==> src/rtl/esc_mode_sequencer.sv <==
// esc_mode_sequencer
//   Byte-stream controller. Decodes in-band escape commands (ESC followed by
//   'O', 'P', 'U' or 'L') to select the case-conversion mode. Data bytes are
//   then dropped (OFF), forwarded unchanged (PASS), or forwarded with case
//   conversion (UPPER / LOWER). ESC ESC forwards a literal ESC byte.
//
// Ports
//   clk          system clock, rising edge
//   reset        asynchronous, active-low reset
//   in_data      incoming byte
//   in_valid     in_data valid
//   in_ready     byte accepted when in_valid && in_ready
//   out_data     registered output byte
//   out_valid    out_data valid
//   out_ready    sink accepts when out_valid && out_ready
//   off/pass/upper/lower  one-hot current mode
//   mode_changed one-cycle pulse when the mode register changes value
//   esc_error    one-cycle pulse on an unknown command or escape timeout
module esc_mode_sequencer #(
  parameter int unsigned       DATA_W      = 8,
  parameter logic [DATA_W-1:0] ESC_CODE    = 8'h1B,
  parameter int unsigned       TIMEOUT_CYC = 16
) (
  input  logic              clk,
  input  logic              reset,
  input  logic [DATA_W-1:0] in_data,
  input  logic              in_valid,
  output logic              in_ready,
  output logic [DATA_W-1:0] out_data,
  output logic              out_valid,
  input  logic              out_ready,
  output logic              off,
  output logic              pass,
  output logic              upper,
  output logic              lower,
  output logic              mode_changed,
  output logic              esc_error
);

  typedef enum logic [1:0] {
    ST_IDLE    = 2'b01,
    ST_GOT_ESC = 2'b10
  } state_t;

  typedef enum logic [3:0] {
    MODE_OFF   = 4'b0001,
    MODE_PASS  = 4'b0010,
    MODE_UPPER = 4'b0100,
    MODE_LOWER = 4'b1000
  } mode_t;

  localparam logic [DATA_W-1:0] CMD_OFF   = 8'h4F;
  localparam logic [DATA_W-1:0] CMD_PASS  = 8'h50;
  localparam logic [DATA_W-1:0] CMD_UPPER = 8'h55;
  localparam logic [DATA_W-1:0] CMD_LOWER = 8'h4C;

  // Counter only needs to reach TIMEOUT_CYC-1; the expiry edge is the
  // following idle cycle.
  localparam int unsigned CNT_W = (TIMEOUT_CYC > 1) ? $clog2(TIMEOUT_CYC) : 1;

  state_t             state;
  mode_t              mode;
  logic [CNT_W-1:0]   count;
  logic               accept;
  logic               legal;
  logic [DATA_W-1:0]  xformed;

  assign in_ready = !out_valid || out_ready;
  assign accept   = in_valid && in_ready;

  assign off   = mode[0];
  assign pass  = mode[1];
  assign upper = mode[2];
  assign lower = mode[3];

  always_comb begin
    legal = 1'b1;
    if (state != ST_IDLE && state != ST_GOT_ESC) legal = 1'b0;
    case (mode)
      MODE_OFF, MODE_PASS, MODE_UPPER, MODE_LOWER: ;
      default: legal = 1'b0;
    endcase
  end

  always_comb begin
    xformed = in_data;
    case (mode)
      MODE_UPPER: if (in_data >= 8'h61 && in_data <= 8'h7A) xformed = in_data - 8'h20;
      MODE_LOWER: if (in_data >= 8'h41 && in_data <= 8'h5A) xformed = in_data + 8'h20;
      default: ;
    endcase
  end

  always_ff @(posedge clk or negedge reset) begin
    if (!reset) begin
      state        <= ST_IDLE;
      mode         <= MODE_OFF;
      count        <= '0;
      out_data     <= '0;
      out_valid    <= 1'b0;
      mode_changed <= 1'b0;
      esc_error    <= 1'b0;
    end else begin
      mode_changed <= 1'b0;
      esc_error    <= 1'b0;
      // Drain first; a forward later in this block overrides it, so a
      // simultaneous drain and accept keeps out_valid high.
      if (out_valid && out_ready) out_valid <= 1'b0;

      if (!legal) begin
        state        <= ST_IDLE;
        mode         <= MODE_OFF;
        count        <= '0;
        mode_changed <= (mode != MODE_OFF);
      end else begin
        case (state)
          ST_IDLE: begin
            if (accept) begin
              if (in_data == ESC_CODE) begin
                state <= ST_GOT_ESC;
                count <= '0;
              end else if (mode != MODE_OFF) begin
                out_data  <= xformed;
                out_valid <= 1'b1;
              end
            end
          end
          ST_GOT_ESC: begin
            if (accept) begin
              state <= ST_IDLE;
              count <= '0;
              case (in_data)
                CMD_OFF: begin
                  mode         <= MODE_OFF;
                  mode_changed <= (mode != MODE_OFF);
                end
                CMD_PASS: begin
                  mode         <= MODE_PASS;
                  mode_changed <= (mode != MODE_PASS);
                end
                CMD_UPPER: begin
                  mode         <= MODE_UPPER;
                  mode_changed <= (mode != MODE_UPPER);
                end
                CMD_LOWER: begin
                  mode         <= MODE_LOWER;
                  mode_changed <= (mode != MODE_LOWER);
                end
                ESC_CODE: begin
                  if (mode != MODE_OFF) begin
                    out_data  <= ESC_CODE;
                    out_valid <= 1'b1;
                  end
                end
                default: esc_error <= 1'b1;
              endcase
            end else if (TIMEOUT_CYC != 0) begin
              if (32'(count) == TIMEOUT_CYC - 1) begin
                state     <= ST_IDLE;
                count     <= '0;
                esc_error <= 1'b1;
              end else begin
                count <= count + 1'b1;
              end
            end
          end
          default: state <= ST_IDLE;
        endcase
      end
    end
  end

endmodule

==> config.mk <==
export PLATFORM = sky130hd
export DESIGN_NAME = esc_mode_sequencer
export DESIGN_NICKNAME = d
export VERILOG_FILES = /design/src/rtl/esc_mode_sequencer.sv
export SDC_FILE = /design/constraint.sdc
export NUM_CORES = 1
export LEC_CHECK = 0
export CAP_MARGIN = 5
export CORE_MARGIN = 2
export CORE_UTILIZATION = 47
export DETAILED_ROUTE_END_ITERATION = 16
export PLACE_DENSITY = 0.76
export SYNTH_ARGS = -nofsm -noshare
export SYNTH_HDL_FRONTEND = slang
export SYNTH_SLANG_ARGS = --single-unit
==> constraint.sdc <==
create_clock -name clk -period 2 [get_ports clk]
set_input_delay 0.4 -clock clk [delete_from_list [all_inputs] [get_ports clk]]
set_output_delay 0.4 -clock clk [all_outputs]
set_load 0.05 [all_outputs]
# Word level (Yosys, flattened, before mapping)
# Cells that the tools add are included.
# Widths: inputs -> output; s select.
word_totals:
  output_inout_bits: 16
  ff_bits: 21
  wordCells: 104
  inputBits: 12
  mem_bits_ro: 0
  latch_bits: 0
  memories: 0
  ramBits: 0
classes:
  eq_ne: 31
  n_reduce_logical: 14
  bitwise_logic: 0
  n_shift: 0
  n_mul: 0
  n_addsub: 3
  n_mux: 45
  magnitude_cmp: 4
  div_mod_pow: 0
ops:
  columns: ["operator", "n"]
  rows:
  - ["$mux 8", 8]
  - ["$eq 8x7->1 const B", 4]
  - ["$mux 4", 8]
  - ["$pmux 8 s2", 2]
  - ["$mux 1", 17]
  - ["$ge 8x7->1 const B", 2]
  - ["$le 8x7->1 const B", 2]
  - ["$ne 2x2->1 const B", 8]
  - ["$pmux 4 s4", 1]
  - ["$mux 2", 5]
  - ["$reduce_and 3->1", 3]
  - ["$add 8x6->8 const B", 1]
  - ["$eq 4x4->1 const B", 2]
  - ["$eq 8x5->1 const B", 1]
  - ["$ne 4x4->1 const B", 2]
  - ["$pmux 4 s2", 1]
  - ["$reduce_and 8->1", 1]
  - ["$sub 8x6->8 const B", 1]
  - ["$ne 3x3->1 const B", 2]
  - ["$logic_and 1x1->1", 5]
  - ["$ne 5x1->1 const B", 1]
  - ["$reduce_or 5->1", 1]
  - ["$add 4x1->4 const B", 1]
  - ["$eq 4x1->1 const B", 1]
  - ["other kinds (16)", 17]

# Longest topological paths before layout
logic_depth:
  ltp_word: 8
  mapped_depth: 8
  depth_no_buf: 7

# Least setup slack after synthesis
# OpenSTA, ideal clock, no wires.
synth_path:
  kind: "register to register"
  from: "reg out_valid"
  to: "reg out_data[2]"
  required_time_ns: 1.872
  period_less_slack_ns: 2.304
  stages_incl_launch_ff: 7
  arrival_ns: 2.177
  path_slack_ns: -0.304
  path_buffers: 0
  setup_ns: 0.128
  cell_sequence: "dfrtp_1 -> nor2b_1 -> inv_1 -> o2111a_1 -> nor2b_1 -> o21ai_4 -> mux2_1"
synth_between:
  elab_chain_len: 5
  elab_cells_between_ends: 6
  cone_classes: "2 x eq/ne; 4 x reduce/logical"
synth_rtl:
  columns: ["item", "line", "source"]
  rows:
  - ["start: declaration", "30", "output logic out_valid,"]
  - ["start signal: assignment", "100", "out_valid <= 1'b0;"]
  - ["start signal: assignment", "108", "if (out_valid && out_ready) out_valid <= 1'b0;"]
  - ["start signal: assignment", "124", "out_valid <= 1'b1;"]
  - ["$logic_not 1->1 (*)", "68", "assign in_ready = !out_valid || out_ready;"]
  - ["$logic_or 1x1->1 (*)", "68", null]
  - ["named net in_ready", "28", "output logic in_ready,"]
  - ["$logic_and 1x1->1 (*)", "69", "assign accept = in_valid && in_ready;"]
  - ["$ne 2x2->1 (no line)", null, null]
  - ["$reduce_and 8->1 (no line) (*)", null, null]
  - ["end signal: assignment", "123", "out_data <= xformed;"]
  - ["end: declaration", "29", "output logic [DATA_W-1:0] out_data,"]
# Mark *: on every way through the listed nets, which the timed path passes. The rest lies on a longest branch.
# A chain may end at the register's enable or synchronous reset.

# Final worst setup path
layout_path:
  from: "in in_data[3]"
  to: "reg out_data[7]"
layout_between:
  elab_chain_len: 8
  elab_cells_between_ends: 19
  cone_classes: "2 x add/sub; 4 x order compare; 3 x eq/ne; 7 x mux; 3 x reduce/logical"
layout_rtl:
  columns: ["item", "line", "source"]
  rows:
  - ["start: declaration", "26", "input logic [DATA_W-1:0] in_data,"]
  - ["$ge 8x7->1 (tied with other cells)", "89", "MODE_LOWER: if (in_data >= 8'h41 && in_data <= 8'h5A) xformed = in_data + 8'h20;"]
  - ["$logic_and 1x1->1, on equally long branches", "89, 88", null]
  - ["$mux 8, on equally long branches", "89, 88", null]
  - ["$pmux 8 s2", "87", "case (mode)"]
  - ["$mux 8", "122", "end else if (mode != MODE_OFF) begin"]
  - ["$mux 8", "119", "if (in_data == ESC_CODE) begin"]
  - ["$mux 8", "118", "if (accept) begin"]
  - ["$pmux 8 s2", "116", "case (state)"]
# Parallel ways exist; a longest one is shown, timed or not. The select of a mux whose other input is x is not followed.

==> results.json <==
{
  "status": "finished, final reports clean",
  "synthArstFlopShare_pct": 100,
  "muxShareOfSynthArea_pct": 5.28,
  "ant_nets": 0,
  "routed_wl_mm": 4.32,
  "htreeDepth": 1,
  "finalNonFillerCells": 283,
  "yosys_most_used_dff": "dfrtp_1",
  "area_growth_pct": 43.7,
  "pre_cts_ws_ps": -465,
  "synthAdderAreaFrac_pct": 4.87,
  "timing.final.ws_setup_ps": 71.6,
  "grt_max_degree": 22,
  "fp.dieH_microns": 61.2,
  "synth.distinct_cells": 54,
  "route.detailed.drc": 0,
  "cp_top_family": "compound AO/OA/AOI/OAI gates",
  "hold_viol": 0,
  "root_buffer": "clkbuf_4",
  "synth_xor_xnor_area_share_pct": 1.14,
  "drive_gt1_share_pct": 28.9,
  "slowest_stage": "or4_4",
  "antenna_found_initial": 0,
  "fin_crit_sh_pct": 96.4,
  "cp.required_ps": 2210,
  "fin_worst_skew_ps": 2.36,
  "worst_slew_pin_slew_ps": 533,
  "core_sq_mm": 0.00308,
  "ys_seq_area_share_pct": 34.3,
  "worstSkewPairLatency_ps": 310,
  "die_w_microns": 61.2,
  "synth_compound_area_share_pct": 21.9,
  "critical-path-max-stage-delay_ps": 580,
  "final_nets": 258,
  "diodes": 0,
  "syn_area_per_cell_sq_um": 8.95,
  "final_cell_mix": "buf_4 (46), dfrtp_1 (16), nor2_1 (15)",
  "vias": 1591,
  "cp_max_fo": 3,
  "place_inst": 278,
  "r2r-end": "out_data[7]$_DFFE_PN0P_",
  "setup_viol": 0,
  "reg2regPathDepth": 7,
  "p_leak_nw": 1.07,
  "cts_tree": "built",
  "regToRegStartpoint": "state[0]$_DFFE_PN1P_",
  "grt_pass1_wl_mm": 7.13,
  "cp_cell_sequence": "dlygate4sd2_1, or4_4, o31ai_4, a221oi_4, a221o_1, a32o_1",
  "grt_util_all_layers_pct": 25.3,
  "pin_count": 28,
  "vias_per_cell": 5.62,
  "fin_area_sq_mm": 0.00221,
  "cap_violations": 0,
  "layout_commonest_cell": "buf_4",
  "rsz0062_at_grt": "false",
  "synth_edf_count": 0,
  "drt_pass1_iterations": 5,
  "hp-class": "in2async",
  "clock-sinks": 21,
  "cp.arrival_ps": 2140,
  "cts_made_buffers": 3,
  "drtIter0Drc": 108,
  "syn_area_sq_mm": 0.00154,
  "fin_util_pct": 71.9,
  "clk_path_buf_depth": 2,
  "dpl-instance-area_sq_mm": 0.00215,
  "start_util_pct": 50.0,
  "path_class": "in2reg",
  "gp_congestion": 0.907,
  "clkTransAtPathRegs_ps": 130,
  "port_buffers": 27,
  "slew_violations": 0,
  "grt_overflow": 0,
  "die_area_sq_mm": 0.00375,
  "setup-tns-final_ps": 0,
  "postCtsHoldBufs": 0,
  "power_density_mw_per_mm2": 381,
  "syn-num-nets": 190,
  "synth_top_family_by_area": "simple AND/OR/NAND/NOR gates",
  "dpl.hpwl_mm": 3.52,
  "rows": 20,
  "ir_drop_v": 0.000199,
  "yosysWarnings": 0,
  "slew_headroom_pct": 64.4,
  "grt_pass1_vias": 1610,
  "critPathLaunchType": "primary input",
  "cp_num_buf_inv": 1,
  "synth_cells": 172,
  "max_freq_ghz": 0.519,
  "synth-simple-area-share_pct": 26.6,
  "r2r_setup_slack_ps": 90,
  "routedWlPerCell_microns": 15.3,
  "endpoint_kind": "flip-flop",
  "finalCriticalPeriod_ps": 1930,
  "ys_ff_latch": 21
}
## logic make-up after synthesis
logic type                 count (synthesis)
and+or+nand+nor                           67
adders and majority gates                  6
AOI/OAI and AO/OA                         47
xor gates and xnor gates                   2
muxes                                      8
DFF                                       21
buffers and inverters                     21
## through the flow
step / hold WS (ps) / power, mW
after floorplan: 104 / 0.529
after global placement: 483 / 0.627
after detailed placement: 499 / 0.634
after CTS: 435 / 0.844
after global routing: 440 / 0.887
final: 429 / 0.843
## synth_stat cells (2+ instances only)
library cell | number | area share, %
a21o_1 | 4 | 1.9
a21oi_1 | 10 | 3.2
a31oi_1 | 4 | 1.6
a32o_1 | 2 | 1.3
buf_2 | 4 | 1.3
clkbuf_1 | 2 | 0.49
dfrtp_1 | 19 | 31
dfstp_2 | 2 | 3.4
ha_1 | 6 | 4.9
inv_1 | 14 | 3.4
mux2i_1 | 7 | 4.5
nand2_1 | 14 | 3.4
nand3_1 | 4 | 1.3
nand4_1 | 3 | 1.2
nand4b_1 | 2 | 1.1
nand4bb_1 | 2 | 1.5
nor2_1 | 15 | 3.7
nor2b_1 | 5 | 2.0
nor4_1 | 2 | 0.81
o211ai_1 | 2 | 0.97
o21ai_0 | 9 | 2.9
o22ai_1 | 2 | 0.81
or3_1 | 5 | 2.0
or4b_1 | 2 | 1.3
xor2_1 | 2 | 1.1
## worst reg2reg max path, delay by kind of cell, from the launching register on
kind	cells	cell delay, ps
buffers and inverters	3	420
adder cells (fa/ha/maj)	1	280
flip-flops	1	570
AND/OR/NAND/NOR	1	250
AO/OA/AOI/OAI	2	300
## worst max path at each step
stage / from / endpoint / slack [ps] / cells past startpoint
2_1_floorplan: in_data[2] / out_data[7]$_DFFE_PN0P_ / -30 / 6
3_3_place_gp: in_data[2] / out_data[7]$_DFFE_PN0P_ / -390 / 6
3_5_place_dp: in_data[5] / out_data[5]$_DFFE_PN0P_ / -460 / 8
4_1_cts: mode[3]$_DFFE_PN0P_ / lower / 4 / 1
5_1_grt: state[0]$_DFFE_PN1P_ / out_data[7]$_DFFE_PN0P_ / 6 / 7
6_report: in_data[3] / out_data[7]$_DFFE_PN0P_ / 70 / 6
## timing repair
| action | 4_1_cts | 5_1_grt |
|---|---|---|
| buffers inserted | 1 | 0 |
| setup endpoints to repair | 13 | 4 |
| gates resized for setup | 12 | 3 |
| endpoints found under the hold margin | 0 | 0 |
| pin swaps | 4 | 1 |
## cell type report
type	instances	area, sq um
clock inverter	1	5.00
fill	258	865
multi-input combinational	130	956
inverter	14	52.6
tap	44	55.1
sequential	21	532
timing repair buffer	70	591
clock buffer	3	22.5
## state kept, by name, summed over array words and instances, names as in the netlist
| signal | cells |
|---|---|
| count | 4 |
| esc_error | 1 |
| mode | 4 |
| mode_changed | 1 |
| out_data | 8 |
| out_valid | 1 |
| state | 2 |
## routing by layer
layer	GRT usage, %	vias to the layer above	part of all wire [%]
met2	47.0	42	53
met1	31.1	773	42
met4	8.39	0	1.4
met3	1.26	7	3.8
met5	0	-	0
li1	-	769	-
## power by group
| part | internal, mW | total, mW | switching [mW] |
|---|---|---|---|
| Combinational | 0.0870 | 0.195 | 0.108 |
| Clock | 0.0746 | 0.216 | 0.141 |
| Sequential | 0.430 | 0.432 | 0.00275 |
Power figures use the tool's default switching activity.
